$ cat config.mk
export PLATFORM = sky130hd
export DESIGN_NAME = store_narrower
export DESIGN_NICKNAME = d
export VERILOG_FILES = /design/src/rtl/mips_mem_pkg.sv /design/src/rtl/store_lane_align.sv /design/src/rtl/store_narrower.sv
export SDC_FILE = /design/constraint.sdc
export NUM_CORES = 1
export LEC_CHECK = 0
export ABC_AREA = 1
export BUFFER_PORTS_ARGS = -buffer_cell sky130_fd_sc_hd__buf_2
export CAP_MARGIN = 0
export CORE_MARGIN = 2
export CORE_UTILIZATION = 38
export CTS_CLUSTER_DIAMETER = 40
export DETAILED_ROUTE_END_ITERATION = 8
export PLACE_DENSITY = 0.6
export SETUP_SLACK_MARGIN = 0.3
export SLEW_MARGIN = 20
export SYNTH_ARGS = -nofsm -noshare
export SYNTH_HDL_FRONTEND = slang
export SYNTH_SLANG_ARGS = --single-unit
$ cat constraint.sdc
create_clock -name clk -period 1.4 [get_ports clk]
set_input_delay 0.07 -clock clk [delete_from_list [all_inputs] [get_ports clk]]
set_output_delay 0.07 -clock clk [all_outputs]
set_load 0.005 [all_outputs]
$ cat src/rtl/mips_mem_pkg.sv
// Shared memory-path definitions: access size encodings and the store FIFO entry layout.
package mips_mem_pkg;

    localparam int unsigned DATA_W  = 32;
    localparam int unsigned ADDR_W  = 32;
    localparam int unsigned BE_W    = DATA_W / 8;
    localparam int unsigned WADDR_W = ADDR_W - 2;

    typedef enum logic [1:0] {
        SZ_BYTE = 2'b00,
        SZ_HALF = 2'b01,
        SZ_WORD = 2'b10,
        SZ_ILL  = 2'b11
    } size_t;

    typedef struct packed {
        logic [WADDR_W-1:0] addr_w;
        logic [DATA_W-1:0]  wdata;
        logic [BE_W-1:0]    be;
    } store_entry_t;

endpackage

$ cat src/rtl/store_lane_align.sv
// Combinational lane placement, byte enables and alignment check for one store.
module store_lane_align
    import mips_mem_pkg::*;
(
    input  logic [1:0]        addr_lo,
    input  logic [DATA_W-1:0] data,
    input  size_t             size,
    output logic [DATA_W-1:0] wdata_c,
    output logic [BE_W-1:0]   be_c,
    output logic              misalign_c
);

    always_comb begin
        wdata_c    = data;
        be_c       = 4'b1111;
        misalign_c = 1'b0;
        case (size)
            SZ_BYTE: begin
                wdata_c = {4{data[7:0]}};
                be_c    = 4'b0001 << addr_lo;
            end
            SZ_HALF: begin
                wdata_c    = {2{data[15:0]}};
                be_c       = addr_lo[1] ? 4'b1100 : 4'b0011;
                misalign_c = addr_lo[0];
            end
            SZ_WORD: misalign_c = (addr_lo != 2'b00);
            default: misalign_c = 1'b1;
        endcase
    end

endmodule

$ cat src/rtl/store_narrower.sv
// Store path: narrows execute-stage stores into byte-enabled word writes and
// buffers them in a small FIFO that drains to data memory over valid/ready.
module store_narrower
    import mips_mem_pkg::*;
#(
    parameter int unsigned DEPTH = 2
) (
    input  logic        clk,
    input  logic        rst_n,
    input  logic        in_valid,
    output logic        in_ready,
    input  logic [31:0] in_addr,
    input  logic [31:0] in_data,
    input  logic [1:0]  in_size,
    input  logic        flush,
    output logic        mem_valid,
    input  logic        mem_ready,
    output logic [31:0] mem_addr,
    output logic [31:0] mem_wdata,
    output logic [3:0]  mem_be,
    output logic        misalign,
    output logic [31:0] misalign_addr,
    output logic        empty
);

    localparam int unsigned PTR_W = (DEPTH > 1) ? $clog2(DEPTH) : 1;
    localparam int unsigned CNT_W = $clog2(DEPTH + 1);

    logic [PTR_W-1:0]  wr_ptr;
    logic [PTR_W-1:0]  rd_ptr;
    logic [CNT_W-1:0]  count;
    store_entry_t      fifo_q [DEPTH];
    store_entry_t      head;

    logic [DATA_W-1:0] lane_wdata;
    logic [BE_W-1:0]   lane_be;
    logic              lane_mis;
    logic              accept;
    logic              push;
    logic              pop;

    store_lane_align u_align (
        .addr_lo    (in_addr[1:0]),
        .data       (in_data),
        .size       (size_t'(in_size)),
        .wdata_c    (lane_wdata),
        .be_c       (lane_be),
        .misalign_c (lane_mis)
    );

    // Head of the FIFO is always presented; a pop frees a slot the same cycle.
    assign head      = fifo_q[rd_ptr];
    assign mem_valid = (count != '0);
    assign empty     = (count == '0);
    assign mem_addr  = {head.addr_w, 2'b00};
    assign mem_wdata = head.wdata;
    assign mem_be    = head.be;

    assign pop      = mem_valid && mem_ready && !flush;
    assign in_ready = !flush && ((count < CNT_W'(DEPTH)) || (mem_valid && mem_ready));
    assign accept   = in_valid && in_ready;
    assign push     = accept && !lane_mis;

    always_ff @(posedge clk or negedge rst_n) begin
        if (!rst_n) begin
            for (int unsigned i = 0; i < DEPTH; i++) fifo_q[i] <= '0;
        end else if (push) begin
            fifo_q[wr_ptr] <= '{addr_w: in_addr[31:2], wdata: lane_wdata, be: lane_be};
        end
    end

    always_ff @(posedge clk or negedge rst_n) begin
        if (!rst_n) begin
            wr_ptr <= '0;
            rd_ptr <= '0;
            count  <= '0;
        end else if (flush) begin
            wr_ptr <= '0;
            rd_ptr <= '0;
            count  <= '0;
        end else begin
            if (push) wr_ptr <= wr_ptr + PTR_W'(1);
            if (pop)  rd_ptr <= rd_ptr + PTR_W'(1);
            case ({push, pop})
                2'b10:   count <= count + CNT_W'(1);
                2'b01:   count <= count - CNT_W'(1);
                default: count <= count;
            endcase
        end
    end

    // Rejected requests are consumed; report them for one cycle and keep the address.
    always_ff @(posedge clk or negedge rst_n) begin
        if (!rst_n) begin
            misalign      <= 1'b0;
            misalign_addr <= '0;
        end else begin
            misalign <= accept && lane_mis;
            if (accept && lane_mis) misalign_addr <= in_addr;
        end
    end

endmodule

Word level (Yosys, flattened, before mapping)
Index checks and enable logic that the tools add are counted.
Word-level totals
  flip-flop bits (word level): 169
  logic and storage cells: 59
  output and inout bits: 104
Operators by class
  add/sub/neg operators: 4
  $lt $le $gt $ge: 4
  shift operators: 1
  reductions and logical operators: 17
  muxes and demuxes: 16
  equality and inequality tests: 4
  bitwise operators: 2
Operators with widths (number)
  2-to-1 mux 66 bit: 4
  bitwise mux 132 bit: 1
  demux 66 bit (select 1 bit): 1
  one-hot mux 32 bit (2 select lines): 1
  one-hot mux 4 bit (2 select lines): 1
  nonzero test 2 bit: 4
  logical AND 1 bit: 7
  equality test 2 x 1 -> 1 bit (second input constant): 2
  equality test 2 bit (second input constant): 2
  >= comparator 2 bit (second input constant): 2
  logical NOT 2 bit: 2
  2-to-1 mux 1 bit: 4
  2-to-1 mux 4 bit: 1
  inverter 1 -> 2 bit: 2
  one-hot mux 2 bit (2 select lines): 1
  left shift 1 x 2 -> 4 bit (first input constant): 1
  one-hot mux 1 bit (3 select lines): 1
  nonzero test 3 bit: 1
  adder 1 bit (second input constant): 2
  adder 2 x 1 -> 2 bit (second input constant): 1
  logical NOT 1 bit: 2
  < comparator 2 x 1 -> 1 bit (second input constant): 1
  < comparator 2 bit (second input constant): 1
  2-to-1 mux 2 bit: 1
  2 further kinds: 2

Depth between registers and ports, before layout
  depth after elaboration: 9
  depth in mapped cells: 11

Cells and area by module
A second synthesis with hierarchy kept.
Second synthesis, totals
  cells, all modules: 958
  area, all modules: 7687.4 um^2
By module, submodules not included
  store_narrower: times used 1, area each 7221.9 um^2, cells an instance 855
  store_lane_align: times used 1, area each 465.4 um^2, cells an instance 103

Worst setup path before layout
Ideal clock, no wire load.
  path type: reg-to-reg
  from: register count[1]
  to: register fifo_q[112] in the netlist's numbering
  path slack: -0.005 ns
  data arrival time: 1.275 ns
  stages on the path, launching flop included: 11
  period minus slack after synthesis: 1.405 ns
  buffers on the path: 2
  cells stage by stage: dfrtp_1 -> nand2_1 -> nand2_1 -> nor2_4 -> nand2_4 -> nor2_4 -> inv_2 -> buf_6 -> buf_2 -> nand2_1 -> o21ai_1
Between the ends
  longest elaborated chain between the ends: 6
  elaborated cells on any way between the ends: 7
  those cells by class: 1 x order compare; 6 x reduce/logical
RTL lines
  start: declaration: line store_narrower.sv:31  | logic [CNT_W-1:0] count;
  start signal: assignment: line store_narrower.sv:85  | 2'b10: count <= count + CNT_W'(1);
  start signal: assignment: line store_narrower.sv:86  | 2'b01: count <= count - CNT_W'(1);
  start signal: assignment: line store_narrower.sv:87  | default: count <= count;
  branches (longest 2 deep; another with < comparator 2 bit)
  logical OR 1 bit (*): line store_narrower.sv:60  | assign in_ready = !flush && ((count < CNT_W'(DEPTH)) || (mem_valid && mem_ready));
  logical AND 1 bit (*): line store_narrower.sv:60
  logical AND 1 bit (*): line store_narrower.sv:61  | assign accept = in_valid && in_ready;
  logical AND 1 bit (*): line store_narrower.sv:62  | assign push = accept && !lane_mis;
  end signal: indexed assignment: line store_narrower.sv:68  | fifo_q[wr_ptr] <= '{addr_w: in_addr[31:2], wdata: lane_wdata, be: lane_be};
  end: declaration: line store_narrower.sv:32  | store_entry_t fifo_q [DEPTH];
Mark *: on every way between the ends.
A chain may end at the register's enable or synchronous reset.

Worst setup path in the final report
  from: register rd_ptr
  to: output mem_wdata[25]
Between the ends
  longest elaborated chain between the ends: 4
RTL lines
  start: declaration: line store_narrower.sv:30  | logic [PTR_W-1:0] rd_ptr;
  start signal: assignment: line store_narrower.sv:83  | if (pop) rd_ptr <= rd_ptr + PTR_W'(1);
  inverter 1 -> 2 bit (not written as such): line store_narrower.sv:52  | assign head = fifo_q[rd_ptr];
  2-to-1 mux 66 bit (not written as such) (3 in series): line store_narrower.sv:52
  end: declaration: line store_narrower.sv:19  | output logic [31:0] mem_wdata,
Every way passes these cells. The select of a mux whose other input is x is not followed.

==> flow_summary_export.csv <==
group,metric,value,unit
clock_network,clk_path_buf_depth,2,
detailed_routing,drt_wl_total,25300,um
timing,hold_violations,0,
global_route,grt_busiest_layer,"met2",
global_route,grt.total_usage,22.4,%
synth,syn-cell-area,7500,sq um
synth,syn_inst,931,
clock_network,htreeDepth,4,
final_layout,postLayoutCellArea,11800,sq um
placement,place_area,8790,sq um
final_layout,diodes,0,
synth,yosys.area_share.xor_xnor,0,%
final_layout,area_growth,57.2,%
clock_network,insertion_delay,0.42,ns
worst_setup_path,crit_arrival,1.52,ns
global_route,met3_usage,4.17,%
die,fp.dieH,144,um
die,io_pins,175,
detailed_routing,drc,0,
outcome,status,"finished with violations",
die,start_util,38.6,%
timing,fin_ws,-0.192,ns
placement,port-buffer-count,172,
worst_setup_path,path_max_fanout,42,
global_route,grt_max_degree,66,
min_path,hold_path.class,"primary input to flop",
clock_network,cts.sinks,169,
timing,worst_pin_slew,0.626,ns
synth,postSynthAreaPerCell,8.05,sq um
power,leakage,6.11,nW
clock_network,cts_tree,"built",
placement,gp_congestion,0.841,
timing,finalCritPeriodShare,114,%
placement,post-dp-hpwl,12800,um
global_route,grt_use_met1,30.0,%
power,totalPowerFinal,15.7,mW
timing,max-slew-margin-rel,57.8,%
synth,synth.largest_area_cell,"dfrtp_1",
clock_network,cts_inserted_buffers,17,
synth,synth_top_area_share,56.4,%
global_route,antenna_found_initial,0,
power,irDropWorstVdd,890,uV
synth,synth-compound-area-share,13.3,%
clock_network,cts_root_buffer,"clkbuf_16",
detailed_routing,wire_per_inst,17.2,um
synth,seq_area_frac_synth,56.4,%
timing,rsz0062_at_grt,"true",
die,die_x,144,um
worst_setup_path,worstSetupPathType,"flop to output port",
synth,synth_edf_count,0,
run,maxCapViolCount,0,
synth,synth_ff_type,"dfrtp_1",
power,pwr_density_cell,1330,nW/um^2
global_route,grt_pass1_wl,35700,um
worst_setup_path,required,1.33,ns
die,dieArea,20900,sq um
clock_network,clkTransAtPathRegs,0.06,ns
detailed_routing,drtIter0Drc,469,
synth,synth_fa_ha_area_share,0,%
placement,dpl_worst_slack,-0.0187,ns
synth,yosys_warnings,0,
worst_setup_path,endpoint_kind,"output port",
synth,ys_types,20,
timing,skew,0.00805,ns
timing,max_freq,628,MHz
detailed_routing,viasPerCell,4.91,
global_route,gr-usage-met2,36.4,%
synth,synthMuxAreaShare,0,%
timing,fin_crit,1.59,ns
worst_setup_path,critPathLaunchType,"flop",
final_layout,nets,1271,
synth,synth_top_family_by_area,"simple AND/OR/NAND/NOR gates",
detailed_routing,ant_nets,0,
synth,synthTopCellsByArea,"dfrtp_1, nand2_1, o21ai_0",
final_layout,drive_above_1_share,38.8,%
synth,synthSimpleGateAreaFrac,21.5,%
synth,netlist_top_cells_count,"nand2_1, dfrtp_1, o21ai_0",
synth,synth-seq-cells,169,
synth,async_reset_ff_share,100,%
outcome,violations,"negative setup slack",
timing,setup_viol,228,
die,rows,51,
detailed_routing,via_count,7249,
timing,slew_violations,0,
synth,synth.most_common_cell,"nand2_1",
global_route,gr-total-overflow,0,
die,coreArea,19400,sq um
detailed_routing,first_pass_iters,4,
global_route,grt_pass1_vias,6799,
## through the flow
step | hold WS [ns] | util, % | std cells | TNS [ns]
6_report | 0.0122 | 60.8 | 1475 | -22.13
3_3_place_gp | 0.0109 | 45.3 | 1346 | 0
4_1_cts | 0.00109 | 56.3 | 1456 | -18.75
3_5_place_dp | 0.0188 | 45.3 | 1346 | -0.102
5_1_grt | 0.0146 | 60.8 | 1475 | -42.22
2_1_floorplan | -0.226 | - | 932 | -0.0307
## path summary, 6_finish.rpt
kind                                   from            end  slack (ns)  cells past startpoint
worst max-delay path                 rd_ptr  mem_wdata[25]       -0.19                      5
worst max register to register     count[1]     fifo_q[17]       -0.19                     11
worst min register to register   fifo_q[29]     fifo_q[29]        0.47                      2
min in group asynchronous             rst_n     fifo_q[15]        0.12                      2
worst min-delay path            in_data[31]     fifo_q[35]        0.01                      5
max in group asynchronous             rst_n    fifo_q[109]        0.67                      3
## critical path, stage by stage, from the launching register on
cell,delay [ns]
dfrtp_2,0.44
buf_12,0.24
nand2_1,0.07
o21ai_1,0.09
buf_4,0.14
buf_2,0.11
## placed cells by master (no fill, tap or decap), types with 2 or more instances in the layout
master | synthesis | layout
buf_12 | 0 | 21
buf_16 | 0 | 21
buf_2 | 10 | 171
buf_4 | 9 | 19
buf_6 | 8 | 14
buf_8 | 0 | 5
bufinv_16 | 0 | 3
clkbuf_1 | 28 | 2
clkbuf_16 | 0 | 27
clkbuf_8 | 0 | 2
clkinv_2 | 0 | 3
conb_1 | 1 | 2
dfrtp_1 | 169 | 168
dlygate4sd3_1 | 0 | 42
inv_1 | 89 | 87
inv_2 | 3 | 3
nand2_1 | 405 | 308
nand2_2 | 1 | 61
nand2_4 | 1 | 37
nand3_1 | 4 | 2
nand4_1 | 2 | 2
nor2_1 | 3 | 3
nor2_4 | 2 | 3
o211ai_1 | 8 | 8
o21ai_0 | 157 | 50
o21ai_1 | 28 | 66
o21ai_2 | 0 | 67
o21ai_4 | 0 | 2
## cell type report
type                            count  area [sq um]
Clock inverter                      8           121
Timing Repair Buffer              303          2900
Tap cell                          265           332
Multi-Input combinational cell    616          3350
Fill cell                        1676          7610
Timing Repair inverter              1          30.0
Clock buffer                       21           460
Inverter                           92           363
Sequential cell                   169          4230
## registers in the layout (all words and copies together), names as in the netlist
| register | count |
|---|---|
| wr_ptr | 1 |
| rd_ptr | 1 |
| count | 2 |
| misalign | 1 |
| fifo_q | 132 |
| misalign_addr | 32 |
## power breakdown
part / leakage (nW) / switching (mW) / internal (mW)
Clock: 0.285 / 1.89 / 2.87
Combinational: 3.69 / 2.12 / 1.99
Sequential: 2.13 / 0.759 / 6.08
Total: 6.11 / 4.77 / 10.9
## kinds of logic (layout without fill, tap and decap cells)
group / Yosys count / count (layout)
buf+inv: 147 / 425
simple gates: 419 / 419
compound gates: 195 / 195
flops: 169 / 169
other cells: 1 / 2
## repair_timing
action,in CTS,in global routing
setup buffers,19,5
resized for setup,152,176
gates cloned,20,14
endpoints found under the hold margin,272,0
hold buffers,42,0
pin swaps,12,14
setup endpoints to repair,238,238
## routing by layer
layer | part of all wire [%] | wire [um]
met5 | 0 | 0
met2 | 49 | 12500
met3 | 4.9 | 1250
met4 | 2.7 | 685
met1 | 43 | 10900
Power figures use the tool's default switching activity.
